**src/rtl/tlul_mask_gen_if.sv**
```systemverilog
// Request/beat handshake bundle for the byte-range to lane-mask beat generator.
// The slave modport is the generator; the master modport is whoever drives requests and sinks beats.
interface tlul_mask_gen_if #(
  parameter int W  = 8,
  parameter int AW = 32,
  parameter int LW = 16
);
  localparam int SZW = $clog2($clog2(W) + 1);

  logic           REQ_VALID;
  logic           REQ_READY;
  logic [AW-1:0]  REQ_ADDR;
  logic [LW-1:0]  REQ_LEN;
  logic           BEAT_VALID;
  logic           BEAT_READY;
  logic [AW-1:0]  BEAT_ADDR;
  logic [SZW-1:0] BEAT_SIZE;
  logic [W-1:0]   BEAT_MASK;
  logic           BEAT_LAST;
  logic           DONE;

  modport slave (
    input  REQ_VALID, REQ_ADDR, REQ_LEN, BEAT_READY,
    output REQ_READY, BEAT_VALID, BEAT_ADDR, BEAT_SIZE, BEAT_MASK, BEAT_LAST, DONE
  );

  modport master (
    output REQ_VALID, REQ_ADDR, REQ_LEN, BEAT_READY,
    input  REQ_READY, BEAT_VALID, BEAT_ADDR, BEAT_SIZE, BEAT_MASK, BEAT_LAST, DONE
  );
endinterface

```
**src/rtl/tlul_mask_gen.sv**
```systemverilog
// Splits a byte range into naturally aligned power-of-two beats, one per cycle, each with its lane mask.
//   state | meaning
//   IDLE  | waiting for a request, REQ_READY high
//   ISSUE | presenting beats until the LAST beat handshakes
//   FIN   | one-cycle DONE pulse, then back to IDLE
module tlul_mask_gen #(
  parameter int W  = 8,
  parameter int AW = 32,
  parameter int LW = 16
) (
  input logic            CLK,
  input logic            RST,
  tlul_mask_gen_if.slave bus
);
  localparam int LOG2W = $clog2(W);
  localparam int SZW   = $clog2(LOG2W + 1);

  if (W < 2 || (W & (W - 1)) != 0) begin : g_bad_w
    $error("tlul_mask_gen: W must be a power of two >= 2");
  end

  typedef enum logic [1:0] {IDLE, ISSUE, FIN} state_e;

  state_e        state_q, state_d;
  logic [AW-1:0] cur_addr_q, cur_addr_d;
  logic [LW-1:0] remaining_q, remaining_d;

  logic [SZW-1:0] beat_size;
  logic [LW:0]    beat_bytes;
  logic [W-1:0]   beat_mask;
  logic           beat_last;
  logic           beat_hs;

  // Alignment and length constraints are monotone in s, so the last qualifying s is the largest.
  always_comb begin
    beat_size = '0;
    for (int s = 0; s <= LOG2W; s++) begin
      if (((cur_addr_q & AW'((1 << s) - 1)) == '0) &&
          ({1'b0, remaining_q} >= ((LW + 1)'(1) << s)))
        beat_size = SZW'(s);
    end
  end

  assign beat_bytes = (LW + 1)'(1) << beat_size;
  assign beat_last  = ({1'b0, remaining_q} == beat_bytes);

  always_comb begin
    beat_mask = '0;
    for (int i = 0; i < W; i++) begin
      if (i >= int'(cur_addr_q[LOG2W-1:0]) &&
          i <  int'(cur_addr_q[LOG2W-1:0]) + (1 << beat_size))
        beat_mask[i] = 1'b1;
    end
  end

  assign beat_hs = (state_q == ISSUE) && bus.BEAT_READY;

  always_ff @(posedge CLK) begin
    if (RST) begin
      state_q     <= IDLE;
      cur_addr_q  <= '0;
      remaining_q <= '0;
    end else begin
      state_q     <= state_d;
      cur_addr_q  <= cur_addr_d;
      remaining_q <= remaining_d;
    end
  end

  always_comb begin
    state_d     = state_q;
    cur_addr_d  = cur_addr_q;
    remaining_d = remaining_q;
    unique case (state_q)
      IDLE: begin
        if (bus.REQ_VALID) begin
          cur_addr_d  = bus.REQ_ADDR;
          remaining_d = bus.REQ_LEN;
          state_d     = (bus.REQ_LEN != '0) ? ISSUE : FIN;
        end
      end
      ISSUE: begin
        if (beat_hs) begin
          cur_addr_d  = cur_addr_q + (AW'(1) << beat_size);
          remaining_d = remaining_q - beat_bytes[LW-1:0];
          if (beat_last) state_d = FIN;
        end
      end
      FIN:     state_d = IDLE;
      default: state_d = IDLE;
    endcase
  end

  always_comb begin
    bus.REQ_READY  = 1'b0;
    bus.BEAT_VALID = 1'b0;
    bus.BEAT_ADDR  = '0;
    bus.BEAT_SIZE  = '0;
    bus.BEAT_MASK  = '0;
    bus.BEAT_LAST  = 1'b0;
    bus.DONE       = 1'b0;
    unique case (state_q)
      IDLE: bus.REQ_READY = 1'b1;
      ISSUE: begin
        bus.BEAT_VALID = 1'b1;
        bus.BEAT_ADDR  = cur_addr_q;
        bus.BEAT_SIZE  = beat_size;
        bus.BEAT_MASK  = beat_mask;
        bus.BEAT_LAST  = beat_last;
      end
      FIN:     bus.DONE = 1'b1;
      default: ;
    endcase
  end
endmodule

```
**src/flat_wrapper.sv**
```systemverilog
// flat-port wrapper written by rule: the top's interface ports become plain ports
module tlul_mask_gen_flat 
#(
  parameter int W  = 8,
  parameter int AW = 32,
  parameter int LW = 16
)
  (CLK, RST, bus_REQ_VALID, bus_REQ_ADDR, bus_REQ_LEN, bus_BEAT_READY, bus_REQ_READY, bus_BEAT_VALID, bus_BEAT_ADDR, bus_BEAT_SIZE, bus_BEAT_MASK, bus_BEAT_LAST, bus_DONE);
  tlul_mask_gen_if #(.W(W), .AW(AW), .LW(LW)) bus_i ();
  input logic CLK;
  input logic RST;
  input wire logic [$bits(bus_i.REQ_VALID)-1:0] bus_REQ_VALID;
  input wire logic [$bits(bus_i.REQ_ADDR)-1:0] bus_REQ_ADDR;
  input wire logic [$bits(bus_i.REQ_LEN)-1:0] bus_REQ_LEN;
  input wire logic [$bits(bus_i.BEAT_READY)-1:0] bus_BEAT_READY;
  output wire logic [$bits(bus_i.REQ_READY)-1:0] bus_REQ_READY;
  output wire logic [$bits(bus_i.BEAT_VALID)-1:0] bus_BEAT_VALID;
  output wire logic [$bits(bus_i.BEAT_ADDR)-1:0] bus_BEAT_ADDR;
  output wire logic [$bits(bus_i.BEAT_SIZE)-1:0] bus_BEAT_SIZE;
  output wire logic [$bits(bus_i.BEAT_MASK)-1:0] bus_BEAT_MASK;
  output wire logic [$bits(bus_i.BEAT_LAST)-1:0] bus_BEAT_LAST;
  output wire logic [$bits(bus_i.DONE)-1:0] bus_DONE;
  assign bus_i.REQ_VALID = bus_REQ_VALID;
  assign bus_i.REQ_ADDR = bus_REQ_ADDR;
  assign bus_i.REQ_LEN = bus_REQ_LEN;
  assign bus_i.BEAT_READY = bus_BEAT_READY;
  assign bus_REQ_READY = bus_i.REQ_READY;
  assign bus_BEAT_VALID = bus_i.BEAT_VALID;
  assign bus_BEAT_ADDR = bus_i.BEAT_ADDR;
  assign bus_BEAT_SIZE = bus_i.BEAT_SIZE;
  assign bus_BEAT_MASK = bus_i.BEAT_MASK;
  assign bus_BEAT_LAST = bus_i.BEAT_LAST;
  assign bus_DONE = bus_i.DONE;
  tlul_mask_gen #(.W(W), .AW(AW), .LW(LW)) u_core (.CLK(CLK), .RST(RST), .bus(bus_i));
endmodule
```
**config.mk**
```make
export PLATFORM = sky130hd
export DESIGN_NAME = tlul_mask_gen_flat
export DESIGN_NICKNAME = d
export VERILOG_FILES = /design/src/rtl/tlul_mask_gen_if.sv /design/src/rtl/tlul_mask_gen.sv /design/src/flat_wrapper.sv
export SDC_FILE = /design/constraint.sdc
export NUM_CORES = 1
export LEC_CHECK = 0
export ABC_AREA = 1
export CORE_AREA = 2 2 106 108
export DETAILED_ROUTE_END_ITERATION = 8
export DIE_AREA = 0 0 108 110
export GPL_TIMING_DRIVEN = 0
export HOLD_SLACK_MARGIN = 0.05
export PLACE_DENSITY = 0.66
export SLEW_MARGIN = 0
export SYNTH_ARGS = -nofsm -noshare
export SYNTH_HDL_FRONTEND = slang
export SYNTH_SLANG_ARGS = --single-unit
```
**constraint.sdc**
```tcl
create_clock -name CLK -period 3.6 [get_ports CLK]
set_input_delay 0.54 -clock CLK [delete_from_list [all_inputs] [get_ports CLK]]
set_output_delay 0.54 -clock CLK [all_outputs]
set_load 0.02 [all_outputs]
```
After elaboration in Yosys (flattened, before gate mapping) --
Index checks and enable logic that the tools add are counted.
Operators by class: add/sub/neg operators 3, magnitude comparators 18, equal/unequal tests 6, shift-type cells 2, multiplexer cells 29, reductions and logical operators 19
Operators by type and width (number):
- 4-bit by 32-bit less-than comparator with 1-bit output, first input constant | 4
- 32-bit zero test | 3
- 32-bit two-way mux | 3
- 3-bit by 32-bit less-than comparator with 1-bit output, first input constant | 2
- 32-bit one-hot mux with 2 select lines | 1
- 32-bit adder | 1
- 4-bit by 32-bit adder with 32-bit output | 1
- 1-bit by 32-bit less-than comparator with 1-bit output, first input constant | 1
- 2-bit by 32-bit less-than comparator with 1-bit output, first input constant | 1
- 16-bit two-way mux | 2
- 16-bit one-hot mux with 2 select lines | 1
- 1-bit by 2-bit << shifter with 32-bit output, first input constant | 1
- 16-bit by 17-bit == test with 1-bit output | 1
- 1-bit by 2-bit << shifter with 17-bit output, first input constant | 1
- 16-bit by 2-bit >= comparator with 1-bit output, second input constant | 1
- 16-bit by 3-bit >= comparator with 1-bit output, second input constant | 1
- 16-bit by 4-bit >= comparator with 1-bit output, second input constant | 1
- 16-bit nonzero test | 1
- 16-bit subtractor | 1
- 2-bit two-way mux | 7
- 1-bit two-way mux | 13
- 1-bit logical AND | 11
- 3-bit >= comparator, first input constant | 3
- 8-bit two-way mux | 1
- other kinds (10) | 14
Word-level totals: register bits after elaboration 50, input port bits 52, output and inout port bits 46, logic and storage cells 80

Logic depth before layout (Yosys ltp) --
Gate-level depths: netlist (run 1).
depth after elaboration 11, gate-level depth with buffers 21, depth with buffers taken out 21

Least setup slack after synthesis (run 1) --
OpenSTA, ideal clock, no wires.
kind reg2out, start point reg u_core.remaining_q[8], end point out bus_BEAT_MASK[4], arrival time 2.398 ns, required time 3.060 ns, slack 0.662 ns, stages on the path, launching flop included 18, buffers on the path 0, cell sequence dfxtp_1 > nor2_4 > nand2_1 > nor3_1 > nand3b_1 > nor2_1 > nor2_1 > inv_1 > ha_1 > inv_1 > fa_1 > inv_1 > nor2_1 > nor2_1 > inv_1 > nor2_1 > o21ai_0 > inv_1
On the way: longest elaborated chain between the ends 11, elaborated cells on any way between the ends 15, those cells by class add/sub: 1; order compare: 4; shift: 1; mux: 5; reduce/logical: 4
RTL lines:
- start: declaration | RTL line tlul_mask_gen.sv:26 | logic [LW-1:0] remaining_q, remaining_d;
- start signal: assignment | RTL line tlul_mask_gen.sv:66 | remaining_q <= remaining_d;
- 16-bit by 2-bit >= comparator with 1-bit output | RTL line tlul_mask_gen.sv:39 | ({1'b0, remaining_q} >= ((LW + 1)'(1) << s)))
- 1-bit logical AND | RTL line tlul_mask_gen.sv:38 | if (((cur_addr_q & AW'((1 << s) - 1)) == '0) &&
- 1-bit two-way mux | RTL line tlul_mask_gen.sv:38
- 2-bit two-way mux | RTL line tlul_mask_gen.sv:38
- 2-bit two-way mux (*) | RTL line tlul_mask_gen.sv:38
- 1-bit by 2-bit << shifter with 32-bit output (*) | RTL line tlul_mask_gen.sv:51 | i < int'(cur_addr_q[LOG2W-1:0]) + (1 << beat_size))
- 4-bit by 32-bit adder with 32-bit output (*) | RTL line tlul_mask_gen.sv:51
- 4-bit by 32-bit less-than comparator with 1-bit output (*) | RTL line tlul_mask_gen.sv:51
- 1-bit logical AND (*) | RTL line tlul_mask_gen.sv:50 | if (i >= int'(cur_addr_q[LOG2W-1:0]) &&
- 1-bit two-way mux (*) | RTL line tlul_mask_gen.sv:50
- 8-bit two-way mux (*) | RTL line tlul_mask_gen.sv:102 | unique case (state_q)
- end: declaration | RTL line flat_wrapper.sv:20 | output wire logic [$bits(bus_i.BEAT_MASK)-1:0] bus_BEAT_MASK;
Every way passes the cells marked *; elsewhere a longest branch is shown, timed or not.

Worst setup path in the final report (run 1) --
start point reg u_core.remaining_q[8], end point out bus_BEAT_MASK[7]
On the way: longest elaborated chain between the ends 10, elaborated cells on any way between the ends 14, those cells by class add/sub: 1; order compare: 4; shift: 1; mux: 5; reduce/logical: 3
RTL lines (RTL line):
- 16-bit by 2-bit >= comparator with 1-bit output | tlul_mask_gen.sv:39
- 1-bit logical AND | tlul_mask_gen.sv:38
- 1-bit two-way mux | tlul_mask_gen.sv:38
- 2-bit two-way mux | tlul_mask_gen.sv:38
- 2-bit two-way mux (*) | tlul_mask_gen.sv:38
- 1-bit by 2-bit << shifter with 32-bit output (*) | tlul_mask_gen.sv:51
- 4-bit by 32-bit adder with 32-bit output (*) | tlul_mask_gen.sv:51
- 4-bit by 32-bit less-than comparator with 1-bit output (*) | tlul_mask_gen.sv:51
- 1-bit two-way mux (*) | tlul_mask_gen.sv:50
- 8-bit two-way mux (*) | tlul_mask_gen.sv:102
Marks and branches as above.

==> flow_summary.ini, run 1 <==
[die]
ios = 98
die_height_um = 110
initial_core_util_pct = 39.0
dieArea_sq_um = 11900
core.rowCount = 38
coreArea_sq_um = 10700
die_w_um = 108

[clock_tree]
cts_buffer_depth = 2
numCtsBuffers = 5
clkTransAtPathRegs_ns = 0.11
cts_max_level = 2
cts_tree = yes
cts_sinks = 50
worstSkewPairLatency_ns = 0.32
root_buffer = clkbuf_8

[global_routing]
antenna_found_initial = 0
grt_remaining_overflow = 0
gr-usage-all-layers_pct = 26.7
grt_first_pass_wirelength_mm = 24.6
grt_pass1_vias = 4669
grt_max_degree = 16

[synthesis]
synth.avg_cell_area_sq_um = 5.69
synth_edf_count = 0
synth-adder-area-share_pct = 3.36
synthCells = 734
synth_xor_area_share_pct = 0.420
synth-warning-count = 0
ys_seq_area_share_pct = 24.0
synthSimpleGateAreaFrac_pct = 40.3
synthMuxAreaShare_pct = 0
synth_compound_area_share_pct = 18.6
synthArstFlopShare_pct = 0
synth_top_family_by_area = simple AND/OR/NAND/NOR gates
synth_area_sq_um = 4180
ys_ff_latch = 50
ys.flop_type = dfxtp_1
ys_types = 38
syn-num-nets = 796

[timing]
hold_violations = 0
holdWs_ns = 0.505
post-route-period-util_pct = 95.5
worst_pin_slew_ns = 0.751
period_minus_slack_ns = 3.44
drv_slew = 0
setup_violations = 0
fmax_mhz = 291
slew_headroom_pct = 49.9
skew_ns = 0.0114

[layout]
drive_above_1_share_pct = 8.73
num_antenna_cells = 0
layout.nets = 909
syn2layout_area_growth_pct = 33.8
fillers = 1122

[worst_setup_path]
cp_common_cell = nand2_2
slowest_delay_ns = 0.39
crit_type = reg -> out
cp_data_arrival_time_ns = 2.90
slowest_stage = dfxtp_4
endpoint_kind = primary output
crit_path_max_fanout = 6
start_kind = flop
crit_required_ns = 3.06
crit_chain = nor2_4 > nand2_4 > nor3_4 > nand3b_1 > nand2_1 > nor2_2 > ha_1 > or2_1 > nand2_2 > o21ai_2 > nand2_2 > inv_1 > nor2_1 > dlygate4sd2_1

[pwr]
pwr-share-seq_pct = 27.7
power.density_nw_per_um2 = 485
power_leakage_uw = 0.00245
p_sw_uw = 1220
p_int_uw = 1490
p_comb_share_pct = 53.3
ir_drop_mv = 0.248
p_clk_share_pct = 19.0
power_uw = 2710
swShare_pct = 44.9

[route]
routedWlPerCell_um = 15.9
dr.pass1.iters = 7
num_vias = 5189
ant_nets = 0
drt_iter0_markers = 420
viasPerCell = 5.25
drc = 0
wl_mm = 15.7

[status]
status = complete, no violations

[placement]
port_buffers = 96
gp_congestion = 0.932
post-dp-hpwl_mm = 11.7

[run]
cap_violations = 0

[worst_hold_path]
min_path_type = reg -> reg
==> cell families after synthesis <==
kind of cell,after synthesis
XOR/XNOR,2
AO/OA/AOI/OAI,138
AND/OR/NAND/NOR,403
buffers and inverters,131
flip-flops,50
adder cells (fa/ha/maj),10
==> flip-flops by register name, indices dropped and copies added, names as in the netlist <==
signal,flops
u_core.remaining_q,16
u_core.cur_addr_q,32
u_core.state_q,2
==> worst max-delay path, delay by kind of cell (launching register included) <==
family	cells	cell delay, ns
AO/OA/AOI/OAI	1	0.07
adder cells (fa/ha/maj)	1	0.31
buffers and inverters	2	0.43
flip-flops	1	0.39
AND/OR/NAND/NOR	10	1.37
==> metal layers <==
| metal | track usage (%) | wire [um] |
|---|---|---|
| met2 | 40.5 | 6870 |
| met1 | 38.7 | 7140 |
| met5 | 0 | 0 |
| met3 | 4.76 | 1450 |
| met4 | 7.42 | 235 |
==> worst paths after layout <==
kind / startpoint / end / slack [ns] / cells after the start
worst max register to register: u_core.remaining_q[8] / u_core.cur_addr_q[22] / 0.40 / 20
worst min-delay path: u_core.remaining_q[12] / u_core.remaining_q[12] / 0.50 / 2
worst max-delay path: u_core.remaining_q[8] / bus_BEAT_MASK[7] / 0.16 / 14
worst min register to register: u_core.remaining_q[12] / u_core.remaining_q[12] / 0.50 / 2
==> power by group through the flow <==
stage	sequential (uW)	combinational, uW	clock (uW)
floorplan	725	885	0
global placement	754	1280	0
detailed placement	756	1290	0
CTS	746	1340	518
global route	767	1600	540
finish	753	1450	514
==> stage by stage <==
stage	instances	setup TNS, ns	utilization, %	setup slack (ns)	cell area (sq um)
4_1_cts	984	0	51.7	0.00567	5530
6_report	988	0	52.2	0.164	5590
3_3_place_gp	970	-1.96	49.6	-0.308	5310
2_1_floorplan	734	0	-	0.662	4180
5_1_grt	988	-0.138	52.2	-0.0656	5590
3_5_place_dp	970	-2.18	49.6	-0.351	5310
==> repair_timing <==
item	in CTS	in global routing
cloned	0	0
pin swaps	7	6
gates resized for setup	26	35
hold buffers	0	0
setup buffers	6	4
endpoints found under the setup margin	9	9
==> cell type report <==
cell class | count | area, sq um | share of cell area, %
multi-input combinational | 553 | 2700 | 48.3
sequential | 50 | 1010 | 18.1
timing repair buffer | 106 | 1000 | 18.0
inverter | 101 | 379 | 6.78
buffer | 30 | 175 | 3.13
tap | 140 | 175 | 3.13
clock buffer | 6 | 82.6 | 1.48
clock inverter | 2 | 60.1 | 1.07
==> cells in the mapped netlist (2+ instances only) <==
cell type | instances | area share (%)
xor2_1 | 2 | 0.42
nand4_1 | 18 | 2.7
o21ai_1 | 6 | 0.72
ha_1 | 8 | 2.4
fa_1 | 2 | 0.96
a211oi_1 | 2 | 0.36
a31oi_1 | 13 | 1.9
buf_1 | 5 | 0.45
o21ai_0 | 56 | 6.7
inv_1 | 100 | 9.0
o211ai_1 | 7 | 1.3
nand3_1 | 44 | 5.3
clkbuf_1 | 14 | 1.3
nand2_2 | 2 | 0.30
buf_2 | 2 | 0.24
nor2_2 | 4 | 0.60
nor2_1 | 128 | 12
a22oi_1 | 3 | 0.54
a21oi_1 | 43 | 5.2
nor3_1 | 12 | 1.4
buf_4 | 2 | 0.36
nand2_1 | 182 | 16
and2_1 | 2 | 0.30
nand3b_1 | 3 | 0.54
buf_6 | 7 | 1.9
nor4_1 | 5 | 0.75
dfxtp_1 | 50 | 24
or2_1 | 2 | 0.30
==> layout by cell type (no fill, tap or decap), drive strengths merged, types with 3 or more instances in the layout <==
cell type | synthesis | routed
buf | 16 | 28
a21oi | 44 | 44
clkbuf | 14 | 25
nor2 | 133 | 133
nor4 | 5 | 5
o21ai | 63 | 63
dfxtp | 50 | 50
nor3 | 12 | 12
nand3b | 3 | 3
inv | 101 | 101
o211ai | 7 | 7
clkdlybuf4s50 | 0 | 87
ha | 8 | 8
nand3 | 44 | 44
nand2 | 184 | 184
a211oi | 3 | 3
nand4 | 18 | 18
a31oi | 14 | 14
a22oi | 3 | 3
Note: power is estimated with default switching activity, not from simulation.
==> run 2: changes to the inputs <==
CAP_MARGIN = 25   (was unset)
CORE_AREA = 2 2 94 96   (was 2 2 106 108)
DIE_AREA = 0 0 96 98   (was 0 0 108 110)
PLACE_DENSITY = 0.81   (was 0.66)
==> flow_summary.ini, run 2 (synthesis gave the netlist of run 1 again) <==
[route]
viasPerCell = 5.56
dr.pass1.iters = 5
drt_iter0_markers = 536
routedWlPerCell_um = 16.3
ant_nets = 0
num_vias = 5315
drc = 0
wl_mm = 15.6

[timing]
drv_slew = 0
period_minus_slack_ns = 3.45
fin_ws_ns = 0.152
post-route-period-util_pct = 95.8
fmax_mhz = 290
rsz0062_at_grt = no
setup_tns_ns = 0
skew_ns = 0.0106
worst_pin_slew_ns = 0.790
slew_headroom_pct = 47.3
setup_violations = 0
hold_violations = 0

[layout]
top_register = u_core.cur_addr_q
final_cell_area_sq_um = 5520
syn2layout_area_growth_pct = 32.3
final_cells = 956
final_cell_mix = 177 x nand2_1, 117 x nor2_1, 98 x inv_1
multi_input_area_sq_um = 2720
num_antenna_cells = 0
drive_above_1_share_pct = 9.32
final_common_cell = nand2_1
seq_area_sq_um = 1010
layout.nets = 909
largestRegisters = u_core.cur_addr_q (32), u_core.remaining_q (16), u_core.state_q (2)
largest_register_ffs = 32
fillers = 846

[global_routing]
grt_first_pass_wirelength_mm = 24.8
grt_max_degree = 17
antenna_found_initial = 0
gr-usage-all-layers_pct = 33.5
grt_remaining_overflow = 0
grt_pass1_vias = 5000

[worst_hold_path]
min_path_type = reg -> reg
holdPathStages = 2

[die]
die_height_um = 98
initial_core_util_pct = 49.3
die_w_um = 96
coreArea_sq_um = 8470
dieArea_sq_um = 9410
core.rowCount = 34
ios = 98

[worst_setup_path]
start_kind = flop
crit_type = reg -> out
endpoint_kind = primary output
crit_path_max_fanout = 6
cp_data_arrival_time_ns = 2.91
crit_required_ns = 3.06
slowest_stage = dfxtp_2
cp_common_cell = nor2_1
worstRegToRegCells = 20
crit_chain = nor2_2 > nand2_2 > nor3_4 > nand3b_1 > nor2_1 > nor2_1 > inv_2 > ha_4 > inv_1 > fa_2 > inv_2 > nor2_1 > nor2_2 > buf_4 > buf_4 > o21ai_0 > inv_1 > clkbuf_2
slowest_delay_ns = 0.37

[placement]
gp_congestion = 0.980
dp_slack_ns = -0.428
dp_cells = 938
post-dp-hpwl_mm = 11.7
placed_area_sq_um = 5270
port_buffers = 96

[clock_tree]
cts_max_level = 2
worstSkewPairLatency_ns = 0.32
cts_sinks = 50
root_buffer = clkbuf_8
clkTransAtPathRegs_ns = 0.11
cts_tree = yes
numCtsBuffers = 5
cts_buffer_depth = 2

[status]
status = complete, no violations

[pwr]
power.density_nw_per_um2 = 472
power_leakage_uw = 0.00243
ir_drop_mv = 0.266

[run]
cap_violations = 0
==> run 2: cell types whose count changed in the layout (fill, tap and decap cells not counted), moves of 2 or more <==
| cell | previous run | this run |
|---|---|---|
| buf_2 | 3 | 6 |
| clkbuf_2 | 5 | 2 |
| bufinv_16 | 2 | 0 |
| nor2_1 | 119 | 117 |
| o21ai_0 | 53 | 55 |
| o21ai_1 | 8 | 6 |
==> run 2: final timing paths <==
| kind | from | to | slack [ns] |
|---|---|---|---|
| max | u_core.remaining_q[4] | bus_BEAT_MASK[3] | 0.15 |
| min | u_core.remaining_q[14] | u_core.remaining_q[14] | 0.50 |
| max reg2reg | u_core.remaining_q[4] | u_core.cur_addr_q[22] | 0.43 |
| min reg2reg | u_core.remaining_q[14] | u_core.remaining_q[14] | 0.50 |
==> run 2: critical path: cells and delay by family (launching register included) <==
family | cells | cell delay (ns)
buffers and inverters | 7 | 0.69
flip-flops | 1 | 0.37
AO/OA/AOI/OAI | 1 | 0.09
AND/OR/NAND/NOR | 8 | 0.94
adder cells (fa/ha/maj) | 2 | 0.49
==> run 2: metal layers <==
layer / wire, um / vias to the layer above / GRT usage, %
met4: 351 / 0 / 11.0
li1: - / 2597 / -
met2: 7130 / 247 / 52.2
met3: 1270 / 27 / 4.32
met1: 6810 / 2444 / 47.4
met5: 0 / - / 0
==> run 2: report_power, final <==
| part | total [uW] | internal [uW] | leakage [uW] | switching, uW |
|---|---|---|---|---|
| logic | 1460 | 559 | 0.00196 | 905 |
| clock network | 386 | 159 | 0.0000478 | 226 |
| registers | 755 | 645 | 0.000417 | 110 |
==> run 2: cell type report <==
cell class	instances	area share, %
inverters	101	6.86
clock inverters	2	0.295
multi-input cells	553	49.2
repair buffers	106	18.2
flip-flops and latches	50	18.3
plain buffers	30	3.17
well taps	108	2.45
clock buffers	6	1.50
==> run 2: timing repair <==
action,in CTS,in global routing
gates resized for setup,28,40
pin swaps,9,4
endpoints found under the setup margin,9,9
hold buffers,0,0
setup buffers,6,4
==> run 2: metrics by stage <==
stage | utilization (%) | hold slack [ns] | power, uW
4_1_cts | 64.3 | 0.500 | 2480
3_5_place_dp | 62.3 | 0.493 | 2050
3_3_place_gp | 62.3 | 0.488 | 2020
6_report | 65.2 | 0.502 | 2600
2_1_floorplan | - | 0.462 | 1610
5_1_grt | 65.2 | 0.540 | 2780
==> run 3: changes to the inputs <==
HOLD_SLACK_MARGIN = unset   (was 0.05)
==> results of run 3 <==
No change in the layout: final DEF, timing and power equal those of run 2.
